--- src/rtl/move_replay_sequencer.sv ---
// move_replay_sequencer: records applied cube moves in a LIFO and replays their inverses newest-first.
// Define MOVE_MERGE_EN to fold a move into the top entry when both turn the same face.
module move_replay_sequencer #(
  parameter int DEPTH = 64,
  parameter int PTR_W = 6,
  parameter int GAP_CYCLES = 1000
) (
  input  logic             clk,
  input  logic             rst,
  input  logic             rec_valid,
  input  logic [2:0]       rec_face,
  input  logic [1:0]       rec_rot,
  input  logic             clear,
  input  logic             start_solve,
  input  logic             abort,
  output logic             mv_valid,
  output logic [2:0]       mv_face,
  output logic [1:0]       mv_rot,
  input  logic             mv_ready,
  output logic             busy,
  output logic             done,
  output logic [PTR_W:0]   depth,
  output logic             overflow
);
  localparam int CW = GAP_CYCLES > 1 ? $clog2(GAP_CYCLES) : 1;
  typedef enum logic [1:0] {IDLE, ISSUE, GAP, FINISH} state_t;
  state_t state;
  logic [4:0] mem [DEPTH];
  logic [PTR_W:0] ptr, d_rec;
  logic [CW-1:0] cnt;
  logic [PTR_W-1:0] top_idx, waddr;
  logic [4:0] top, wdata;
  logic [1:0] mrot;
  logic rec_ok, full, merge, push, drop, we, xfer;
  always_comb begin
    top_idx = PTR_W'(ptr - 1'b1);
    top = mem[top_idx];
    full = ptr == (PTR_W+1)'(DEPTH);
    rec_ok = state == IDLE && rec_valid && rec_rot != 2'd0 && !clear;
`ifdef MOVE_MERGE_EN
    merge = rec_ok && ptr != '0 && top[4:2] == rec_face;
`else
    merge = 1'b0;
`endif
    mrot = top[1:0] + rec_rot;
    push = rec_ok && !merge && !full;
    drop = rec_ok && !merge && full;
    we = push || (merge && mrot != 2'd0);
    waddr = push ? ptr[PTR_W-1:0] : top_idx;
    wdata = push ? {rec_face, rec_rot} : {top[4:2], mrot};
    d_rec = clear ? '0 : push ? ptr + 1'b1 : (merge && mrot == 2'd0) ? ptr - 1'b1 : ptr;
    xfer = state == ISSUE && mv_valid && mv_ready;
  end
  // history storage needs no reset: the pointer alone defines which entries are live
  always_ff @(posedge clk)
    if (we) mem[waddr] <= wdata;
  always_ff @(posedge clk or posedge rst)
    if (rst) begin
      state <= IDLE;
      ptr <= '0;
      cnt <= '0;
      overflow <= 1'b0;
      mv_valid <= 1'b0;
      done <= 1'b0;
    end else begin
      done <= 1'b0;
      if (state != IDLE && abort) begin
        state <= IDLE;
        mv_valid <= 1'b0;
        if (xfer) ptr <= ptr - 1'b1;
      end else
        case (state)
          IDLE: begin
            ptr <= d_rec;
            overflow <= clear ? 1'b0 : overflow | drop;
            if (start_solve) begin
              state <= d_rec != '0 ? ISSUE : FINISH;
              mv_valid <= d_rec != '0;
            end
          end
          ISSUE:
            if (xfer) begin
              ptr <= ptr - 1'b1;
              if (GAP_CYCLES > 0) begin
                state <= GAP;
                cnt <= CW'(GAP_CYCLES - 1);
                mv_valid <= 1'b0;
              end else if (ptr == (PTR_W+1)'(1)) begin
                state <= FINISH;
                mv_valid <= 1'b0;
              end
            end
          GAP:
            if (cnt == '0) begin
              state <= ptr != '0 ? ISSUE : FINISH;
              mv_valid <= ptr != '0;
            end else
              cnt <= cnt - 1'b1;
          FINISH: begin
            state <= IDLE;
            done <= 1'b1;
          end
          default: state <= IDLE;
        endcase
    end
  assign busy = state != IDLE;
  assign depth = ptr;
  assign mv_face = mv_valid ? top[4:2] : 3'd0;
  assign mv_rot = mv_valid ? 2'd0 - top[1:0] : 2'd0;
endmodule

--- config.mk ---
export PLATFORM = sky130hd
export DESIGN_NAME = move_replay_sequencer
export DESIGN_NICKNAME = d
export VERILOG_FILES = /design/src/rtl/move_replay_sequencer.sv
export SDC_FILE = /design/constraint.sdc
export NUM_CORES = 1
export LEC_CHECK = 0
export ABC_CLOCK_PERIOD_IN_PS = 15300
export BUFFER_PORTS_ARGS = -buffer_cell sky130_fd_sc_hd__buf_2
export CORE_MARGIN = 3
export CORE_UTILIZATION = 30
export CTS_CLUSTER_SIZE = 40
export DETAILED_ROUTE_END_ITERATION = 12
export PLACE_DENSITY = 0.46
export SLEW_MARGIN = 20
export SYNTH_ARGS = -nofsm -noshare
export SYNTH_HDL_FRONTEND = slang
export SYNTH_SLANG_ARGS = --single-unit
--- constraint.sdc ---
create_clock -name clk -period 15.3 [get_ports clk]
set_clock_uncertainty 0.15 [all_clocks]
set_input_delay 1.53 -clock clk [delete_from_list [all_inputs] [get_ports clk]]
set_output_delay 1.53 -clock clk [all_outputs]
set_load 0.02 [all_outputs]
After elaboration in Yosys (flattened, before gate mapping)
Memories as Yosys holds them, arrays and structs flattened.
Index checks and enable logic that the tools add are counted.
{ "op_classes": {"n_eq_ne": 9, "reduce_logical": 23, "add_sub_neg": 5, "mux": 29, "bitwise_logic": 2} }
{ "op_table": {"columns": ["operator", "n"], "rows": [
  ["2-to-1 mux 7 bit", 4],
  ["2-to-1 mux 10 bit", 2],
  ["one-hot mux 10 bit (2 select lines)", 1],
  ["2-to-1 mux 2 bit", 7],
  ["one-hot mux 7 bit (2 select lines)", 1],
  ["nonzero test 7 bit", 2],
  ["zero test 10 bit", 1],
  ["subtractor 10 x 1 -> 10 bit, second input constant", 1],
  ["2-to-1 mux 1 bit", 9],
  ["logical AND 1 bit", 8],
  ["one-hot mux 2 bit (4 select lines)", 1],
  ["AND reduction 4 bit", 2],
  ["adder 7 x 1 -> 7 bit, second input constant", 1],
  ["equality test 7 bit, second input constant", 1],
  ["subtractor 7 x 1 -> 7 bit, second input constant", 1],
  ["2-to-1 mux 6 bit", 1],
  ["inequality test 3 x 2 -> 1 bit, second input constant", 2],
  ["nonzero test 2 bit", 3],
  ["2-to-1 mux 5 bit", 1],
  ["equality test 2 bit, second input constant", 2],
  ["inequality test 2 bit, second input constant", 2],
  ["nonzero test 4 bit", 1],
  ["2-to-1 mux 3 bit", 1],
  ["inequality test 3 bit, second input constant", 1],
  ["11 further kinds", 12]
]} }
{ "totals": {"elab_cells": 75, "regBits": 22, "ramBits": 320, "mem_count": 1} }
{ "mem_list": {"columns": ["name", "depth", "word_bits", "rd", "rd_clocked_by_memory_dff", "wr", "line", "text"], "rows": [
  ["mem", 64, 5, 1, 0, 1, "28", "logic [4:0] mem [DEPTH];"]
]} }

Logic depth before layout (Yosys ltp)
Gate-level depths: netlist of the first run.
{ "logic_depth": {"word_depth": 12, "ltp_mapped": 16, "ltp_nobuf": 11} }

Least setup slack after synthesis of the first run
OpenSTA, ideal clock, no wires.
{ "synth_timing": {"path_type": "register to register", "startpoint": "register ptr[0], in the netlist depth[0]", "endpoint": "memory mem[0][1] (data pin)", "setup_time_ns": 0.681, "path_buffers": 4, "arrival_time_ns": 5.866, "path_stages_with_launch": 16, "setup_slack_ns": 8.604, "path_cell_list": "dfrtp_1 > buf_6 > buf_6 > inv_1 > clkbuf_1 > ha_1 > clkbuf_1 > mux4_2 > mux4_1 > nand3_1 > nand4_4 > ha_1 > and3_1 > o211ai_1 > o21ai_0 > nor3_1"} }
{ "synth_between": {"elab_chain_cells": 4} }
{ "synth_lines": {"columns": ["item", "line", "text"], "rows": [
  ["start: declaration", "29", "logic [PTR_W:0] ptr, d_rec;"],
  ["start signal: assignment", "70", "if (xfer) ptr <= ptr - 1'b1;"],
  ["start signal: assignment", "74", "ptr <= d_rec;"],
  ["start signal: assignment", "83", "ptr <= ptr - 1'b1;"],
  ["subtractor 7 x 1 -> 7 bit / equality test 7 bit (equally long branches)", null, null],
  ["memory read (64 x 5 bit) / zero test 1 bit (equally long branches)", null, null],
  ["adder 2 bit / logical AND 1 bit (equally long branches)", "45, 46", null],
  ["2-to-1 mux 5 bit (*)", "50", "wdata = push ? {rec_face, rec_rot} : {top[4:2], mrot};"],
  ["via wdata[1]", "32", "logic [4:0] top, wdata;"],
  ["end: declaration", "28", null]
]} }
The timed path passes the listed nets; every way through them passes the cells marked *.

Worst setup path in the final report of the first run
{ "layout_timing": {"startpoint": "register ptr[0], in the netlist depth[0]", "endpoint": "output mv_rot[1]"} }
{ "layout_between": {"elab_chain_cells": 4} }
{ "layout_lines": {"columns": ["item", "line", "text"], "rows": [
  ["subtractor 7 x 1 -> 7 bit", null, null],
  ["memory read (64 x 5 bit)", null, null],
  ["subtractor 1 x 2 -> 2 bit", "109", "assign mv_rot = mv_valid ? 2'd0 - top[1:0] : 2'd0;"],
  ["2-to-1 mux 2 bit", "109", null],
  ["end: declaration", "18", "output logic [1:0] mv_rot,"]
]} }
Every way passes these cells.

==> flow_summary.ini, run 1 <==
[clock_network]
clk_pin_slew_ns = 0.06
cts.hold.buffers_added = 0
cts_resized = 0
numCtsBuffers = 39
clkSinkCount = 342
clock_path_buffers = 3
cts_tree = built
htreeDepth = 2
clk-insertion-delay-late_ns = 0.55
cts.root.buffer_cell = clkbuf_16
postCtsSetupBuffers = 0

[worst_setup_path]
cp_common_cell = mux4_2
crit_cells = 10
arrival_ns = 5.38
max_stage_delay_ns = 0.94
critPathKind = reg2out
path_delay_family = buffers and inverters
rrSetupSlack_ns = 9.35
critPathBufInv = 3
startpoint_type = register
startpoint = depth[0]$_DFFE_PP0P_
crit_chain = inv_1 -> ha_4 -> buf_4 -> mux4_2 -> mux4_2 -> nand3_1 -> nand4_4 -> or3_1 -> a21boi_1 -> buf_2
worstReg2RegStart = depth[0]$_DFFE_PP0P_
required_ns = 13.62
critPathCaptureType = primary output
cp_max_fo = 60
worstRegToRegCells = 13
rr_endpoint = mem[63][1]$_DFFE_PP_
cp_slowest_cell = dfrtp_4
crit_path_end = mv_rot[1]

[timing]
maxSlewHeadroom_pct = 38.41
final-setup-viol-count = 0
post-route-period-util_pct = 46.14
rsz0062_at_grt = false
fin_crit_ns = 7.059
fmax_mhz = 141.7
fin_setup_tns_ns = 0
worstMarginPinSlew_ns = 0.9239
hold_viol = 0
drv_slew = 0

[logic_synthesis]
synthFlopType = edfxtp_1
synth_seq_cells = 342
async_flop_share_pct = 6.433
synth_area_sq_um = 14420
avgSynthCellArea_sq_um = 18.05
synth_cells = 799
yosysWarnings = 0
syn_nets = 821
synth-seq-area-share_pct = 70.44
synth_edf_count = 320
ys_types = 57

[routing]
wl_um = 34140
first_pass_iters = 5
wl_per_cell_um = 23.10
avgViaCountPerCell = 5.042
antenna_left = 0
drt_iter0_markers = 577
vias = 7452
drt_drc_violations_left = 0

[cells_and_area]
drive_gt1_share_pct = 22.96
instances_no_fill = 1478
antenna_cells = 0
area_delta_synth_final_pct = 14.04
layout.nets = 863
seqCellArea_sq_um = 10160
fillers = 4448
multi_input_comb_area_sq_um = 4021
final_common_cell = edfxtp_1
final_cell_mix = edfxtp_1, nor2_1, mux4_2

[placed_design]
dp.cells = 1407
place.port_buffers = 27
gp_congestion = 0.7940
place_hpwl_um = 21430

[floorplanning]
fp.dieArea_sq_um = 50750
rows = 79
die_h_um = 225.3
initial_utilization_pct = 30.66
die_w_um = 225.3
ioPinCount = 28
design.core.area_sq_um = 47050

[global_routing]
antenna_found_initial = 0
grt_pass1_wl_um = 51640
gr-total-overflow = 0
grt_max_degree = 65
first_global_vias = 7645
gr-usage-all-layers_pct = 13.68

[hold_path]
hold_path.class = reg2reg

[run]
maxCapViolations = 0

[run_status]
outcome = complete, no violations
-- final cells by class --
| type | count | area share [%] |
|---|---|---|
| multi-input combinational | 409 | 24.45 |
| inverter | 12 | 0.2738 |
| timing repair buffer | 37 | 1.278 |
| tap | 607 | 4.617 |
| sequential | 342 | 61.79 |
| clock inverter | 25 | 1.377 |
| clock buffer | 46 | 6.222 |
-- flip-flops by register name, indices dropped and copies added, names as in the netlist --
register and cells:
mem 320, done 1, overflow 1, depth 7, state 2, cnt 10
mv_valid 1
-- worst register-to-register path, cell delays in order (launching register included) --
cell      delay (ns)
dfrtp_4         0.94
inv_1           0.43
ha_4            0.62
buf_4           0.78
mux4_2          0.49
mux4_2          0.49
nand3_1         0.15
nand4_4         0.14
ha_1            0.25
and3_1          0.20
o211ai_1        0.17
o21ai_0         0.12
nor3_2          0.14
buf_4           0.54
-- worst min path at each step --
stage	start	to	slack [ns]	cells past startpoint
2_1_floorplan	cnt[0]$_DFFE_PP0P_	cnt[0]$_DFFE_PP0P_	0.32	1
3_3_place_gp	cnt[0]$_DFFE_PP0P_	cnt[0]$_DFFE_PP0P_	0.34	1
3_5_place_dp	cnt[0]$_DFFE_PP0P_	cnt[0]$_DFFE_PP0P_	0.35	1
4_1_cts	cnt[0]$_DFFE_PP0P_	cnt[0]$_DFFE_PP0P_	0.35	1
5_1_grt	cnt[0]$_DFFE_PP0P_	cnt[0]$_DFFE_PP0P_	0.39	1
6_report	cnt[0]$_DFFE_PP0P_	cnt[0]$_DFFE_PP0P_	0.35	1
-- cell families after synthesis --
kind of cell,count (synthesis),share of synthesized area [%]
AO/OA/AOI/OAI,66,2.975
AND/OR/NAND/NOR,205,6.628
adder cells (fa/ha/maj),10,0.8675
multiplexers,107,15.79
XOR/XNOR,21,1.431
buffers and inverters,48,1.874
flip-flops,342,70.44
-- synth_stat cells, drive strengths merged (2+ instances only) --
cell | n | area [sq um]
nand3 | 21 | 110.1
a21oi | 11 | 55.05
nor2 | 92 | 345.3
mux2 | 3 | 33.78
ha | 10 | 125.1
nor3 | 15 | 86.34
a31oi | 4 | 25.02
mux2i | 10 | 100.1
nor2b | 3 | 18.77
nor4 | 3 | 18.77
a211oi | 2 | 15.01
nand2b | 3 | 18.77
edfxtp | 320 | 9609
o21ai | 19 | 95.09
nand2 | 38 | 142.6
o211ai | 4 | 30.03
xor2 | 8 | 85.08
nand4 | 2 | 27.53
o22ai | 2 | 12.51
buf | 20 | 165.2
o21a | 2 | 15.01
nand3b | 2 | 15.01
o22a | 2 | 17.52
or2 | 3 | 18.77
clkbuf | 16 | 60.06
a22oi | 8 | 60.06
a221oi | 2 | 17.52
xnor2 | 13 | 121.4
or3 | 10 | 62.56
mux4 | 94 | 2143
dfrtp | 22 | 550.5
and3 | 4 | 25.02
and2 | 6 | 37.54
inv | 12 | 45.04
-- through the flow --
step                hold WS (ns)  setup WS [ns]  instance area, sq um  util (%)
floorplan                 0.3188          8.604                 14420         -
global placement          0.3435          8.701                 15200     32.31
detailed placement        0.3454          8.666                 15200     32.31
CTS                       0.3530          8.081                 16450     34.96
global route              0.3882          7.859                 16450     34.96
finish                    0.3510          8.241                 16450     34.96
-- routing by layer --
layer	global-route usage, %	up-vias	part of all wire, %
li1	-	3306	-
met1	19.73	3867	46
met2	20.83	221	46
met3	2.709	58	5.0
met4	4.592	0	2.9
met5	0	-	0
Power of run 1 is not shown: default switching activity piles up to over one toggle a cycle in this logic, so the estimate is an artifact.
==> run 2, diff against run 1 <==
ABC_AREA = 1   (was unset)
ABC_CLOCK_PERIOD_IN_PS = 6850   (was 15300)
clock period = 6.85 ns   (was 15.3 ns; I/O delays follow)
==> run 2 against run 1 <==
Effect of this change: routed wire length increased by 19%; register-to-register slack got worse by 7.3 ns; via count increased by 34%; global-route usage increased by 1.9 points; first-iteration DRC count increased by 27%; worst setup slack got worse by 6.7 ns; highest routed layer unchanged; synthesized area increased by 3.3%; die area increased by 3.2%; sequential share of layout area decreased by 1.8 points; core utilization decreased by 0.44 points; flip-flop and latch count unchanged.
==> flow_summary.ini, run 2 <==
[timing]
fin_crit_ns = 5.268
fmax_mhz = 189.8
worstMarginPinSlew_ns = 1.041
maxSlewHeadroom_pct = 30.59
fin_setup_tns_ns = 0
rsz0062_at_grt = false
hold_viol = 0
final-setup-viol-count = 0
post-route-period-util_pct = 76.90
drv_slew = 0
fin_hold_ws_ns = 0.1924

[worst_setup_path]
max_stage_delay_ns = 0.51
critPathKind = reg2out
cp_common_cell = nand3_1
required_ns = 6.01
arrival_ns = 4.43
cp_slowest_cell = inv_2
critPathCaptureType = primary output
cp_max_fo = 42
startpoint_type = register
crit_chain = inv_4 -> ha_4 -> inv_1 -> nand2_1 -> nand2_2 -> buf_4 -> inv_2 -> buf_4 -> buf_4 -> nand3_1 -> nand3_1 -> nand3_1 -> nand3_1 -> nand2_1 -> nand3_1 -> nand2_1 -> nor2_1 -> buf_2

[cells_and_area]
final_common_cell = edfxtp_1
fillers = 4941
drive_gt1_share_pct = 11.19
area_delta_synth_final_pct = 13.61
layout.nets = 1342
largest_reg_flops = 320
instances_no_fill = 2013
final_cell_area_sq_um = 16930
final_cell_mix = edfxtp_1, nor2_1, o21ai_0
antenna_cells = 0
largest-register = mem

[clock_network]
clk_pin_slew_ns = 0.06
cts.root.buffer_cell = clkbuf_16
cts.hold.buffers_added = 0
cts_resized = 0
postCtsSetupBuffers = 0
numCtsBuffers = 39
cts_tree = built
clock_path_buffers = 3
clkSinkCount = 342
clk-insertion-delay-late_ns = 0.55
htreeDepth = 2

[run_status]
outcome = complete, no violations

[logic_synthesis]
synth-seq-area-share_pct = 68.16
yosysMostFrequentCell = edfxtp_1
avgSynthCellArea_sq_um = 11.39
syn_nets = 1331
async_flop_share_pct = 6.433
synth_edf_count = 320
synth_area_sq_um = 14910
ys_types = 37
synth_common_cells = edfxtp_1, nor2_1, o21ai_0
synthFlopType = edfxtp_1
netlist.area_leader.share_pct = 64.47
yosysTopAreaCell = edfxtp_1
netlist_top_cells_area = edfxtp_1, nor2_1, o21ai_0
yosysWarnings = 0
synth_seq_cells = 342
synth_cells = 1309

[placed_design]
place.port_buffers = 27
gp_congestion = 0.8004
place_hpwl_um = 24710
placed_area_sq_um = 15660
dp.cells = 1943

[floorplanning]
rows = 81
fp.dieArea_sq_um = 52400
initial_utilization_pct = 30.39
die_h_um = 228.9
design.core.area_sq_um = 49050
die_w_um = 228.9
ioPinCount = 28

[hold_path]
hold_path.class = in2async

[routing]
wl_per_cell_um = 20.22
drt_drc_violations_left = 0
avgViaCountPerCell = 4.964
antenna_left = 0
first_pass_iters = 5
wl_um = 40710
drt_iter0_markers = 730
vias = 9992

[run]
maxCapViolations = 0

[global_routing]
grt_pass1_wl_um = 62560
antenna_found_initial = 0
first_global_vias = 9992
gr-usage-all-layers_pct = 15.57
grt_max_degree = 167
gr-total-overflow = 0
## run 2: area by class of cell
class | count | area (sq um) | area share, %
flip-flops and latches | 342 | 10160 | 60.02
multi-input cells | 847 | 4205 | 24.83
clock buffers | 48 | 1052 | 6.214
well taps | 664 | 830.8 | 4.906
repair buffers | 43 | 267.8 | 1.581
clock inverters | 22 | 220.2 | 1.300
inverters | 47 | 193.9 | 1.145
## run 2: kinds of logic (layout without fill, tap and decap cells)
kind of cell,count (synthesis),after routing,share of synthesized area [%]
buffers and inverters,120,160,3.828
flip-flops,342,342,68.16
adder cells (fa/ha/maj),10,10,0.8394
XOR/XNOR,9,9,0.5792
AO/OA/AOI/OAI,267,267,10.46
AND/OR/NAND/NOR,561,561,16.13
## run 2: path summary, 6_finish.rpt
path / slack (ns) / to / from / cells past startpoint
max: 1.58 / mv_rot[1] / depth[0]$_DFFE_PP0P_ / 18
min in group clk: 0.23 / overflow$_DFFE_PP0P_ / clear / 2
min reg2reg: 0.36 / cnt[5]$_DFFE_PP0P_ / cnt[5]$_DFFE_PP0P_ / 2
max in group asynchronous: 5.70 / depth[0]$_DFFE_PP0P_ / rst / 2
min: 0.19 / state[0]$_DFFE_PP0P_ / rst / 2
max reg2reg: 2.02 / mem[3][4]$_DFFE_PP_ / depth[0]$_DFFE_PP0P_ / 13
## run 2: per-layer routing
metal	up-vias	part of all wire, %	track usage (%)
li1	4724	-	-
met1	4953	47	22.10
met2	252	45	24.08
met3	63	5.1	2.891
met4	0	2.6	5.196
met5	-	0	0
## run 2: worst max-delay path, delay by kind of cell (launching register included)
| family | cells | cell delay (ns) |
|---|---|---|
| flops | 1 | 0.50 |
| fa+ha+maj | 1 | 0.24 |
| buf+inv | 7 | 2.02 |
| simple gates | 10 | 1.08 |
## run 2: metrics by stage
stage               setup WS (ns)  utilization [%]
floorplan                   2.832                -
global placement            1.845            31.92
detailed placement          1.753            31.92
CTS                         1.491            34.51
global route                1.289            34.52
finish                      1.582            34.52
Power of run 2 is left out for the same reason.
==> run 3, diff against run 2 <==
ABC_CLOCK_PERIOD_IN_PS = 5300   (was 6850)
clock period = 5.3 ns   (was 6.85 ns; I/O delays follow)
==> run 3 against run 2 <==
Effect of this change: register-to-register slack got worse by 1.3 ns; worst setup slack worse by 0.85 ns; critical path type unchanged; core utilization barely moved; non-clock buffer count down 1; global-route usage decreased by 0.063 points; routed wire length grew 0.13%; die area did not move; cell count hardly changed; design area rose by 0.10%; flip-flop and latch count stayed put.
==> flow_summary.ini, run 3 (same netlist as run 2, synthesis figures left out) <==
[global_routing]
grt_pass1_wl_um = 62370
gr-total-overflow = 0
gr-usage-all-layers_pct = 15.51
antenna_found_initial = 1
first_global_vias = 9905
grt_max_degree = 167

[timing]
rsz0062_at_grt = false
final-setup-viol-count = 0
drv_slew = 0
hold_viol = 0
fin_setup_tns_ns = 0
fin_crit_ns = 4.571
fmax_mhz = 218.8
post-route-period-util_pct = 86.24
worstMarginPinSlew_ns = 1.008
maxSlewHeadroom_pct = 32.64

[routing]
avgViaCountPerCell = 4.987
vias = 10030
wl_per_cell_um = 20.27
first_pass_iters = 5
antenna_left = 0
drt_drc_violations_left = 0
drt_iter0_markers = 773
wl_um = 40760

[floorplanning]
rows = 81
fp.dieArea_sq_um = 52400
ioPinCount = 28
die_h_um = 228.9
die_w_um = 228.9
design.core.area_sq_um = 49050
initial_utilization_pct = 30.39

[clock_network]
clkSinkCount = 342
htreeDepth = 2
clk_pin_slew_ns = 0.06
cts.hold.buffers_added = 0
cts_resized = 0
clock_path_buffers = 3
postCtsSetupBuffers = 0
clk-insertion-delay-late_ns = 0.55
cts_tree = built
numCtsBuffers = 40
cts.root.buffer_cell = clkbuf_16

[worst_setup_path]
rrSetupSlack_ns = 0.77
required_ns = 4.62
cp_max_fo = 48
startpoint_type = register
critPathKind = reg2out
worstRegToRegCells = 15
arrival_ns = 3.89
worstReg2RegStart = depth[1]$_DFFE_PP0P_
crit_path_end = mv_rot[1]
rr_endpoint = mem[29][1]$_DFFE_PP_
startpoint = depth[1]$_DFFE_PP0P_
critPathCaptureType = primary output

[cells_and_area]
final_common_cell = edfxtp_1
largest-register = mem
drive_gt1_share_pct = 10.32
layout.nets = 1342
largest_reg_flops = 320
antenna_cells = 0
final_cell_mix = edfxtp_1, nor2_1, o21ai_0
area_delta_synth_final_pct = 13.72

[placed_design]
gp_congestion = 0.7946
place.port_buffers = 27
place_hpwl_um = 24460

[run]
maxCapViolations = 0

[hold_path]
hold_path.class = in2async

[run_status]
outcome = complete, no violations
run 3: cell count changes in the layout (fill, tap and decap cells not counted), sizes merged:
cell | before | now
clkinv | 14 | 9
clkbuf | 48 | 54
clkinvlp | 4 | 1
buf | 43 | 42
inv | 47 | 48
run 3: layout make-up:
type	count	area (sq um)
fillers	4984	32100
flip-flops and latches	342	10160
multi-input cells	847	4205
clock buffers	54	1075
well taps	664	830.8
repair buffers	42	310.3
inverters	47	193.9
clock inverters	15	172.7
run 3: critical path, cell delays in order (launching register included):
cell and delay, ns:
dfrtp_1 0.47, inv_1 0.14, ha_4 0.65, inv_1 0.26, buf_12 0.26, buf_4 0.18
nand3_1 0.08, nand3_1 0.11, nand3_1 0.12, nand3_1 0.14, nand3_1 0.17, nand2_1 0.10
nand3_1 0.10, nand2_1 0.06, nor2_1 0.25, buf_2 0.23
run 3: through the flow:
stage	hold slack, ns	worst slack [ns]	cell area (sq um)	std cells	utilization, %
after floorplan	0.3233	1.282	14910	1309	-
after global placement	0.3607	1.020	15700	1942	32.00
after detailed placement	0.3658	0.8777	15700	1942	32.01
after CTS	0.05059	0.7493	16950	2011	34.56
after global routing	0.07407	0.5112	16950	2011	34.56
final	0.03793	0.7294	16950	2011	34.56
run 3: metal layers:
layer / track usage [%] / part of all wire [%] / routed length [um] / vias up
met4: 4.804 / 2.8 / 1151 / 0
met5: 0 / 0 / 0 / -
li1: - / - / - / 4717
met3: 3.390 / 5.7 / 2340 / 66
met1: 21.62 / 46 / 18840 / 4990
met2: 24.24 / 45 / 18430 / 255
run 3: worst min path at each step:
stage                        from                   end  cells after the start
2_1_floorplan  cnt[5]$_DFFE_PP0P_    cnt[5]$_DFFE_PP0P_                      2
6_report                      rst  depth[6]$_DFFE_PP0P_                      2
3_5_place_dp   cnt[5]$_DFFE_PP0P_    cnt[5]$_DFFE_PP0P_                      2
4_1_cts                       rst  depth[4]$_DFFE_PP0P_                      2
5_1_grt                     clear  overflow$_DFFE_PP0P_                      2
3_3_place_gp   cnt[7]$_DFFE_PP0P_    cnt[7]$_DFFE_PP0P_                      2
Power of run 3 is left out for the same reason.
